$ cat src/rtl/rle1_dec_arb_if.sv
// Handshake bundle joining the requester channel FIFOs, the frame arbiter and the shared rle1_dec.
// The arbiter takes the slave view; the requester/decoder environment takes the master view.
interface rle1_dec_arb_if #(
    parameter int unsigned NREQ = 2
);
    logic [2*NREQ-1:0] req_input_r;
    logic [NREQ-1:0]   req_input_r_vld;
    logic [NREQ-1:0]   req_input_r_rdy;
    logic [5:0]        req_output_s;
    logic [NREQ-1:0]   req_output_s_vld;
    logic [NREQ-1:0]   req_output_s_rdy;
    logic [1:0]        dec_input_r;
    logic              dec_input_r_vld;
    logic              dec_input_r_rdy;
    logic [5:0]        dec_output_s;
    logic              dec_output_s_vld;
    logic              dec_output_s_rdy;
    logic [NREQ-1:0]   grant;
    logic              busy;

    modport slave (
        input  req_input_r, req_input_r_vld, req_output_s_rdy,
        input  dec_input_r_rdy, dec_output_s, dec_output_s_vld,
        output req_input_r_rdy, req_output_s, req_output_s_vld,
        output dec_input_r, dec_input_r_vld, dec_output_s_rdy,
        output grant, busy
    );

    modport master (
        output req_input_r, req_input_r_vld, req_output_s_rdy,
        output dec_input_r_rdy, dec_output_s, dec_output_s_vld,
        input  req_input_r_rdy, req_output_s, req_output_s_vld,
        input  dec_input_r, dec_input_r_vld, dec_output_s_rdy,
        input  grant, busy
    );
endinterface

$ cat src/rtl/rle1_dec_arb.sv
// Round-robin, frame-locked arbiter sharing one rle1_dec between NREQ requester streams.
// Grant covers FRAME_LEN input words, then holds through a drain until the decoder is quiet.
module rle1_dec_arb #(
    parameter int unsigned NREQ         = 2,
    parameter int unsigned FRAME_LEN    = 8,
    parameter int unsigned DRAIN_CYCLES = 4
) (
    input  logic          clk,
    input  logic          reset,
    rle1_dec_arb_if.slave bus
);
    localparam int unsigned IW = (NREQ > 1) ? $clog2(NREQ) : 1;

    typedef enum logic [1:0] {S_IDLE, S_FEED, S_DRAIN} state_t;

    state_t        r_state, w_state_nxt;
    logic [IW-1:0] r_owner, w_owner_nxt;
    logic [IW-1:0] r_rr, w_rr_nxt;
    logic [7:0]    r_wcnt, w_wcnt_nxt;
    logic [3:0]    r_dcnt, w_dcnt_nxt;
    logic [IW-1:0] w_sel, w_idx;
    logic          w_found;
    logic [1:0]    w_own_word;
    logic          w_own_vld, w_own_ordy;
    logic          w_in_xfer, w_active;

    always_ff @(posedge clk) begin
        if (reset) begin
            r_state <= S_IDLE;
            r_owner <= '0;
            r_rr    <= '0;
            r_wcnt  <= '0;
            r_dcnt  <= '0;
        end else begin
            r_state <= w_state_nxt;
            r_owner <= w_owner_nxt;
            r_rr    <= w_rr_nxt;
            r_wcnt  <= w_wcnt_nxt;
            r_dcnt  <= w_dcnt_nxt;
        end
    end

    // First valid requester at or above the rr pointer, wrapping modulo NREQ.
    always_comb begin
        w_found = 1'b0;
        w_sel   = r_rr;
        w_idx   = '0;
        for (int unsigned k = 0; k < NREQ; k++) begin
            w_idx = IW'((32'(r_rr) + k) % NREQ);
            if (!w_found && bus.req_input_r_vld[w_idx]) begin
                w_found = 1'b1;
                w_sel   = w_idx;
            end
        end
    end

    always_comb begin
        w_own_word = '0;
        w_own_vld  = 1'b0;
        w_own_ordy = 1'b0;
        for (int unsigned i = 0; i < NREQ; i++) begin
            if (r_owner == IW'(i)) begin
                w_own_word = bus.req_input_r[2*i +: 2];
                w_own_vld  = bus.req_input_r_vld[i];
                w_own_ordy = bus.req_output_s_rdy[i];
            end
        end
    end

    assign w_in_xfer = (r_state == S_FEED) && w_own_vld && bus.dec_input_r_rdy;

    always_comb begin
        w_state_nxt = r_state;
        w_owner_nxt = r_owner;
        w_rr_nxt    = r_rr;
        w_wcnt_nxt  = r_wcnt;
        w_dcnt_nxt  = r_dcnt;
        case (r_state)
            S_IDLE: begin
                if (w_found) begin
                    w_state_nxt = S_FEED;
                    w_owner_nxt = w_sel;
                    w_wcnt_nxt  = '0;
                end
            end
            S_FEED: begin
                if (w_in_xfer) begin
                    if (r_wcnt == 8'(FRAME_LEN - 1)) begin
                        w_state_nxt = S_DRAIN;
                        w_wcnt_nxt  = '0;
                        w_dcnt_nxt  = '0;
                    end else begin
                        w_wcnt_nxt = r_wcnt + 8'd1;
                    end
                end
            end
            S_DRAIN: begin
                // A held (backpressured) output keeps vld high, so stalls restart the quiet count.
                if (bus.dec_output_s_vld) begin
                    w_dcnt_nxt = '0;
                end else if (r_dcnt == 4'(DRAIN_CYCLES - 1)) begin
                    w_state_nxt = S_IDLE;
                    w_dcnt_nxt  = '0;
                    w_rr_nxt    = (r_owner == IW'(NREQ - 1)) ? '0 : r_owner + 1'b1;
                end else begin
                    w_dcnt_nxt = r_dcnt + 4'd1;
                end
            end
            default: w_state_nxt = S_IDLE;
        endcase
    end

    // Data paths are pure muxes; every handshake output is forced low while reset is held.
    always_comb begin
        w_active             = !reset && (r_state != S_IDLE);
        bus.req_input_r_rdy  = '0;
        bus.req_output_s     = bus.dec_output_s;
        bus.req_output_s_vld = '0;
        bus.dec_input_r      = '0;
        bus.dec_input_r_vld  = 1'b0;
        bus.dec_output_s_rdy = 1'b0;
        bus.grant            = '0;
        if (w_active) begin
            bus.grant[r_owner]            = 1'b1;
            bus.req_output_s_vld[r_owner] = bus.dec_output_s_vld;
            bus.dec_output_s_rdy          = w_own_ordy;
            if (r_state == S_FEED) begin
                bus.dec_input_r              = w_own_word;
                bus.dec_input_r_vld          = w_own_vld;
                bus.req_input_r_rdy[r_owner] = bus.dec_input_r_rdy;
            end
        end
    end

    assign bus.busy = (r_state != S_IDLE);
endmodule
$ cat src/flat_wrapper.sv
// flat-port wrapper written by rule: the top's interface ports become plain ports
module rle1_dec_arb_flat 
#(
    parameter int unsigned NREQ         = 2,
    parameter int unsigned FRAME_LEN    = 8,
    parameter int unsigned DRAIN_CYCLES = 4
)
  (clk, reset, bus_req_input_r, bus_req_input_r_vld, bus_req_output_s_rdy, bus_dec_input_r_rdy, bus_dec_output_s, bus_dec_output_s_vld, bus_req_input_r_rdy, bus_req_output_s, bus_req_output_s_vld, bus_dec_input_r, bus_dec_input_r_vld, bus_dec_output_s_rdy, bus_grant, bus_busy);
  rle1_dec_arb_if #(.NREQ(NREQ)) bus_i ();
  input  logic clk;
  input  logic reset;
  input wire logic [$bits(bus_i.req_input_r)-1:0] bus_req_input_r;
  input wire logic [$bits(bus_i.req_input_r_vld)-1:0] bus_req_input_r_vld;
  input wire logic [$bits(bus_i.req_output_s_rdy)-1:0] bus_req_output_s_rdy;
  input wire logic [$bits(bus_i.dec_input_r_rdy)-1:0] bus_dec_input_r_rdy;
  input wire logic [$bits(bus_i.dec_output_s)-1:0] bus_dec_output_s;
  input wire logic [$bits(bus_i.dec_output_s_vld)-1:0] bus_dec_output_s_vld;
  output wire logic [$bits(bus_i.req_input_r_rdy)-1:0] bus_req_input_r_rdy;
  output wire logic [$bits(bus_i.req_output_s)-1:0] bus_req_output_s;
  output wire logic [$bits(bus_i.req_output_s_vld)-1:0] bus_req_output_s_vld;
  output wire logic [$bits(bus_i.dec_input_r)-1:0] bus_dec_input_r;
  output wire logic [$bits(bus_i.dec_input_r_vld)-1:0] bus_dec_input_r_vld;
  output wire logic [$bits(bus_i.dec_output_s_rdy)-1:0] bus_dec_output_s_rdy;
  output wire logic [$bits(bus_i.grant)-1:0] bus_grant;
  output wire logic [$bits(bus_i.busy)-1:0] bus_busy;
  assign bus_i.req_input_r = bus_req_input_r;
  assign bus_i.req_input_r_vld = bus_req_input_r_vld;
  assign bus_i.req_output_s_rdy = bus_req_output_s_rdy;
  assign bus_i.dec_input_r_rdy = bus_dec_input_r_rdy;
  assign bus_i.dec_output_s = bus_dec_output_s;
  assign bus_i.dec_output_s_vld = bus_dec_output_s_vld;
  assign bus_req_input_r_rdy = bus_i.req_input_r_rdy;
  assign bus_req_output_s = bus_i.req_output_s;
  assign bus_req_output_s_vld = bus_i.req_output_s_vld;
  assign bus_dec_input_r = bus_i.dec_input_r;
  assign bus_dec_input_r_vld = bus_i.dec_input_r_vld;
  assign bus_dec_output_s_rdy = bus_i.dec_output_s_rdy;
  assign bus_grant = bus_i.grant;
  assign bus_busy = bus_i.busy;
  rle1_dec_arb #(.NREQ(NREQ), .FRAME_LEN(FRAME_LEN), .DRAIN_CYCLES(DRAIN_CYCLES)) u_core (.clk(clk), .reset(reset), .bus(bus_i));
endmodule
$ cat config.mk
export PLATFORM = sky130hd
export DESIGN_NAME = rle1_dec_arb_flat
export DESIGN_NICKNAME = d
export VERILOG_FILES = /design/src/rtl/rle1_dec_arb_if.sv /design/src/rtl/rle1_dec_arb.sv /design/src/flat_wrapper.sv
export SDC_FILE = /design/constraint.sdc
export NUM_CORES = 1
export LEC_CHECK = 0
export ABC_CLOCK_PERIOD_IN_PS = 1550
export BUFFER_PORTS_ARGS = -buffer_cell sky130_fd_sc_hd__buf_2
export CAP_MARGIN = 20
export CORE_AREA = 2 2 52 54
export DETAILED_ROUTE_END_ITERATION = 10
export DIE_AREA = 0 0 54 56
export GPL_ROUTABILITY_DRIVEN = 0
export GPL_TIMING_DRIVEN = 0
export MAX_ROUTING_LAYER = met4
export PLACE_DENSITY = 0.73
export SLEW_MARGIN = 0
export SYNTH_ARGS = -nofsm -noshare
export SYNTH_HDL_FRONTEND = slang
export SYNTH_SLANG_ARGS = --single-unit
$ cat constraint.sdc
create_clock -name clk -period 1.55 [get_ports clk]
set_input_delay 0.31 -clock clk [delete_from_list [all_inputs] [get_ports clk]]
set_output_delay 0.31 -clock clk [all_outputs]
set_load 0.02 [all_outputs]
# After elaboration in Yosys (flattened, before gate mapping)
# Cells that the tools add are included.
# word_totals
regBits,16
memories,0
mem_bits_rw,0
romBits,0
in_bits,18
latchBits,0
# op_classes
addsub,4
magnitude_cmp,4
eq_ne,9
mul,0
muxes,37
shifts,0
div_mod_pow,0
n_reduce_logical,16
bitwise_logic,3
# ops
op,n
$mux 2,12
$mux 8,3
$mux 4,4
$pmux 8 s2,1
$mux 1,14
$reduce_and 3->1,3
$add 8x1->8 const B,1
$eq 8x3->1 const B,1
$pmux 4 s2,1
$lt 1x2->1 const B,3
$ne 2x1->1 const B,3
$pmux 2 s3,1
$reduce_bool 2->1,3
$logic_and 1x1->1,5
$reduce_and 5->1,1
$add 4x1->4 const B,1
$and 2x2->2,2
$eq 4x2->1 const B,1
$ne 2x2->1 const B,2
$add 1x1->1 const B,2
$eq 2x1->1 const B,1
$eq 2x2->1 const B,1
$logic_not 1->1,2
$logic_not 2->1,1
other kinds (4),4

# Logic depth before layout (Yosys ltp)
# logic_depth
word_depth,8
ltp_mapped,5
depth_no_buf,5

# Worst setup path after synthesis
# No wires, ideal clock.
# synth_path
path_type,flip-flop to flip-flop
from,register u_core.r_owner
to,register u_core.r_wcnt[5]
setup_ns,0.088
n_path_buf,1
arrival_time_ns,1.698
slack_ns,-0.235
stages_incl_launch_ff,6
path_cell_list,dfxtp_1 -> buf_6 -> mux2_4 -> nor3b_1 -> nand3_1 -> o31ai_1
# synth_between
elab_chain_cells,5
# synth_lines
element,line_no,rtl
from (decl),rle1_dec_arb.sv:17,"logic [IW-1:0] r_owner, w_owner_nxt;"
from (signal assigned),rle1_dec_arb.sv:36,r_owner <= w_owner_nxt;
$mux 1,rle1_dec_arb.sv:62,if (r_owner == IW'(i)) begin
$logic_and 1x1->1 (2 in a row),rle1_dec_arb.sv:70,assign w_in_xfer = (r_state == S_FEED) && w_own_vld && bus.dec_input_r_rdy;
$ne 2x1->1 (no source line),n/a,
$reduce_and 3->1 (no source line),n/a,
to (signal assigned),rle1_dec_arb.sv:38,r_wcnt <= w_wcnt_nxt;
to (decl),rle1_dec_arb.sv:19,"logic [7:0] r_wcnt, w_wcnt_nxt;"
# Every way passes these cells.
# A chain may end at the register's enable or synchronous reset.

# Worst setup path after layout
# layout_path
from,register u_core.r_state[1]
to,output port bus_req_input_r_rdy[1]
# layout_between
elab_chain_cells,3
word_cells_on_any_way,5
classes_between,eq/ne: 1; mux: 2; reduce/logical: 2
# layout_lines
element,line_no,rtl
from (decl),rle1_dec_arb.sv:16,"state_t r_state, w_state_nxt;"
from (signal assigned),rle1_dec_arb.sv:35,r_state <= w_state_nxt;
$eq 2x1->1 / $reduce_bool 2->1 (equally long branches),"rle1_dec_arb.sv:127, rle1_dec_arb.sv:115",
$mux 2 / $logic_and 1x1->1 (equally long branches),"rle1_dec_arb.sv:127, rle1_dec_arb.sv:115",
$mux 2 *,rle1_dec_arb.sv:123,if (w_active) begin
to (decl),flat_wrapper.sv:18,output wire logic [$bits(bus_i.req_input_r_rdy)-1:0] bus_req_input_r_rdy;
# Every way passes the cells marked *; elsewhere a longest branch is shown, timed or not.

==> impl_metrics.csv <==
group,metric,value,unit
run_status,run_status,"complete, but fails checks",
run_status,violations,"setup timing",
synth,synth_warnings,0,
cts,ctsHtreeMaxLevel,1,
global_route,grt_first_pass_wirelength,4610,µm
cts,clk_pin_slew,0.09,ns
pwr,p_int,0.000660,W
routing,wl_per_cell,15.7,µm
place,dp_cells,186,
critical_path,crit_fanout,6,
synth,synthesis.nets,149,
cts,clock-root-buffer,"clkbuf_4",
synth,yosys-top-cells-area,"dfxtp_1 (30%), buf_4 (5.0%), a21oi_1 (3.8%)",
cells_and_area,syn_to_final_growth,46.9,%
cells_and_area,nNetsFinal,193,
pwr,seq_power_share,44.4,%
global_route,grtUsageTotal,20.5,%
timing,worst_pin_slew,0.533,ns
synth,synth_top_family_by_area,"simple AND/OR/NAND/NOR gates",
routing,drc,0,
synth,synth_cell_type_count,35,
critical_path,cp.required,1.24,ns
cts,cts_hold_buffers,0,
critical_path,critPathCaptureType,"primary output",
synth,synth_area_per_cell,8.18,µm²
critical_path,critical_path_arrival,1.32,ns
floorplan,initial_core_util,43.4,%
job,drv_cap,0,
place,dp.final_hpwl,1850,µm
min_path,hp-class,"input port to flip-flop",
floorplan,row_count,18,
cells_and_area,fillers,202,
pwr,power_frac_clock,30.8,%
place,place.port_buffers,27,
floorplan,io_pins,35,
floorplan,coreArea,2430,µm²
synth,yosysSeqAreaShare,30.4,%
pwr,swShare,29.7,%
routing,ant_nets,0,
routing,wirelength,3170,µm
cells_and_area,stdcell_count,202,
routing,first_iter_violations,14,
floorplan,die_x,54,µm
timing,setup_tns,-0.371,ns
timing,min_period_over_period,105,%
timing,period_needed,1.63,ns
synth,synth_seq_cells,16,
routing,drt-pass1-iter-count,4,
synth,netlist_area,1050,µm²
timing,worst_slack,-0.0848,ns
global_route,grt_pass1_vias,1036,
synth,synth_ff_type,"dfxtp_1",
synth,synth_top_cell_by_area,"dfxtp_1",
synth,synth-edff-count,0,
critical_path,path_class,"flip-flop to primary output",
critical_path,worstReg2RegStart,"u_core.r_state[1]",
pwr,combPwrFrac,24.8,%
critical_path,start_kind,"flip-flop",
cells_and_area,final_common_cell,"buf_4",
floorplan,dieArea,3020,µm²
timing,hold_violations,0,
synth,synth_compound_area_share,18.3,%
routing,vias_per_cell,5.58,
cts,clkLatencyLatePin,0.30,ns
critical_path,crit_start,"u_core.r_state[1]",
pwr,p_leak,0.629,nW
critical_path,r2r_cells,5,
cts,clk_path_buf_depth,2,
pwr,peakVddDrop,0.779,mV
synth,synthAdderAreaFrac,2.37,%
cts,cts_tree,"yes",
timing,maxClockFrequency,0.612,GHz
pwr,power_density,606,nW/µm²
pwr,p_sw,0.000279,W
timing,setup_viol,7,
timing,rsz0062_at_grt,"true",
synth,synthMuxAreaShare,5.22,%
synth,synth_top_area_share,30.4,%
critical_path,cp-endpoint,"bus_req_input_r_rdy[1]",
routing,vias,1128,
cts,numCtsBuffers,3,
timing,fin_skew,0.0194,ns
critical_path,reg2reg_setup_slack,0,ns
floorplan,die_y,56,µm
cts,cts_sinks,16,
cells_and_area,n_antenna_cell,0,
critical_path,r2r_end,"u_core.r_wcnt[2]",
cells_and_area,drive_gt1_share,48.3,%
timing,slew_headroom,64.4,%
synth,synthCells,129,
synth,synth_xor_area_share,0,%
global_route,grt_max_degree,11,
global_route,overflow,0,
global_route,antenna_found_initial,0,
synth,synthArstFlopShare,0,%
synth,synth-simple-area-share,33.0,%
cells_and_area,final_cell_mix,"buf_4 (23), buf_2 (21), dfxtp_1 (10), nor2_1 (8), nand3_1 (8)",
timing,maxSlewViolCount,0,
place,dp_slack,-0.0990,ns
## cell usage after synthesis, types with 2 or more instances
| cell | n |
|---|---|
| dfxtp_1 | 16 |
| nor2_1 | 9 |
| a21oi_1 | 8 |
| nand3_1 | 8 |
| buf_4 | 7 |
| nand2_1 | 7 |
| a31oi_1 | 6 |
| nor4_1 | 6 |
| o21ai_0 | 6 |
| inv_1 | 5 |
| nor3_1 | 5 |
| mux2i_1 | 4 |
| nand2b_1 | 4 |
| nor2b_1 | 4 |
| clkbuf_1 | 3 |
| nor3b_1 | 3 |
| o31ai_1 | 3 |
| a32oi_1 | 2 |
| and4_1 | 2 |
| buf_6 | 2 |
| ha_1 | 2 |
| nand3b_1 | 2 |
| nand4b_1 | 2 |
| or3b_2 | 2 |
## final cells by class
class                      count  area [µm²]  area share (%)
clock buffer                   4        36.3            2.34
inverter                       5        18.8            1.21
tap                           30        37.5            2.42
multi-input combinational     95         761            49.1
buffer                        12        96.3            6.22
timing repair buffer          40         259            16.7
sequential                    16         340            22.0
## routing by layer
layer,vias up,wire length [µm],global-route usage (%)
li1,564,-,-
met1,544,1250,23.9
met2,18,1820,34.5
met3,2,101,5.65
met4,0,2,3.93
met5,-,0,-
## how the worst min path moves through the flow
stage / endpoint / startpoint / cells after the start
2_1_floorplan: u_core.r_wcnt[7] / u_core.r_wcnt[7] / 1
3_3_place_gp: u_core.r_rr / u_core.r_rr / 2
3_5_place_dp: u_core.r_wcnt[7] / u_core.r_wcnt[7] / 1
4_1_cts: u_core.r_state[0] / reset / 3
5_1_grt: u_core.r_dcnt[3] / bus_dec_output_s_vld / 3
6_report: u_core.r_owner / bus_req_input_r_vld[1] / 3
## worst max-delay path: stages, from the launching register on
cell and delay [ns]:
dfxtp_4 0.37, nand3b_1 0.28, nor4_2 0.20, buf_4 0.18
## timing repair
action / CTS / global route
endpoints found under the setup margin: 18 / 21
buffers inserted: 8 / 4
pin swaps: 5 / 10
resized for setup: 16 / 36
gates cloned: 1 / 0
## power groups by stage
| stage | clock, W | combinational (W) | sequential, W |
|---|---|---|---|
| finish | 0.000289 | 0.000233 | 0.000417 |
| global route | 0.000311 | 0.000246 | 0.000418 |
| CTS | 0.000292 | 0.000192 | 0.000420 |
| detailed placement | 0 | 0.000163 | 0.000431 |
| global placement | 0 | 0.000161 | 0.000431 |
| floorplan | 0 | 0.000115 | 0.000429 |
## state kept, by name, indices dropped and copies added, names as in the netlist
name,count
u_core.r_wcnt,8
u_core.r_dcnt,4
u_core.r_state,2
u_core.r_owner,1
u_core.r_rr,1
## cell families after synthesis
group / Yosys count
adders and majority gates: 2
muxes: 5
buffers and inverters: 18
DFF: 16
and+or+nand+nor: 60
AOI/OAI and AO/OA: 28
## through the flow
stage / hold WS, ns / instance area [µm²] / power (W) / util [%]
finish: 0.360 / 1550 / 0.000939 / 63.7
global route: 0.357 / 1550 / 0.000975 / 63.7
CTS: 0.339 / 1390 / 0.000904 / 56.9
detailed placement: 0.490 / 1230 / 0.000594 / 50.7
global placement: 0.469 / 1230 / 0.000592 / 50.7
floorplan: 0.434 / 1060 / 0.000544 / -
Power figures use the tool's default switching activity.
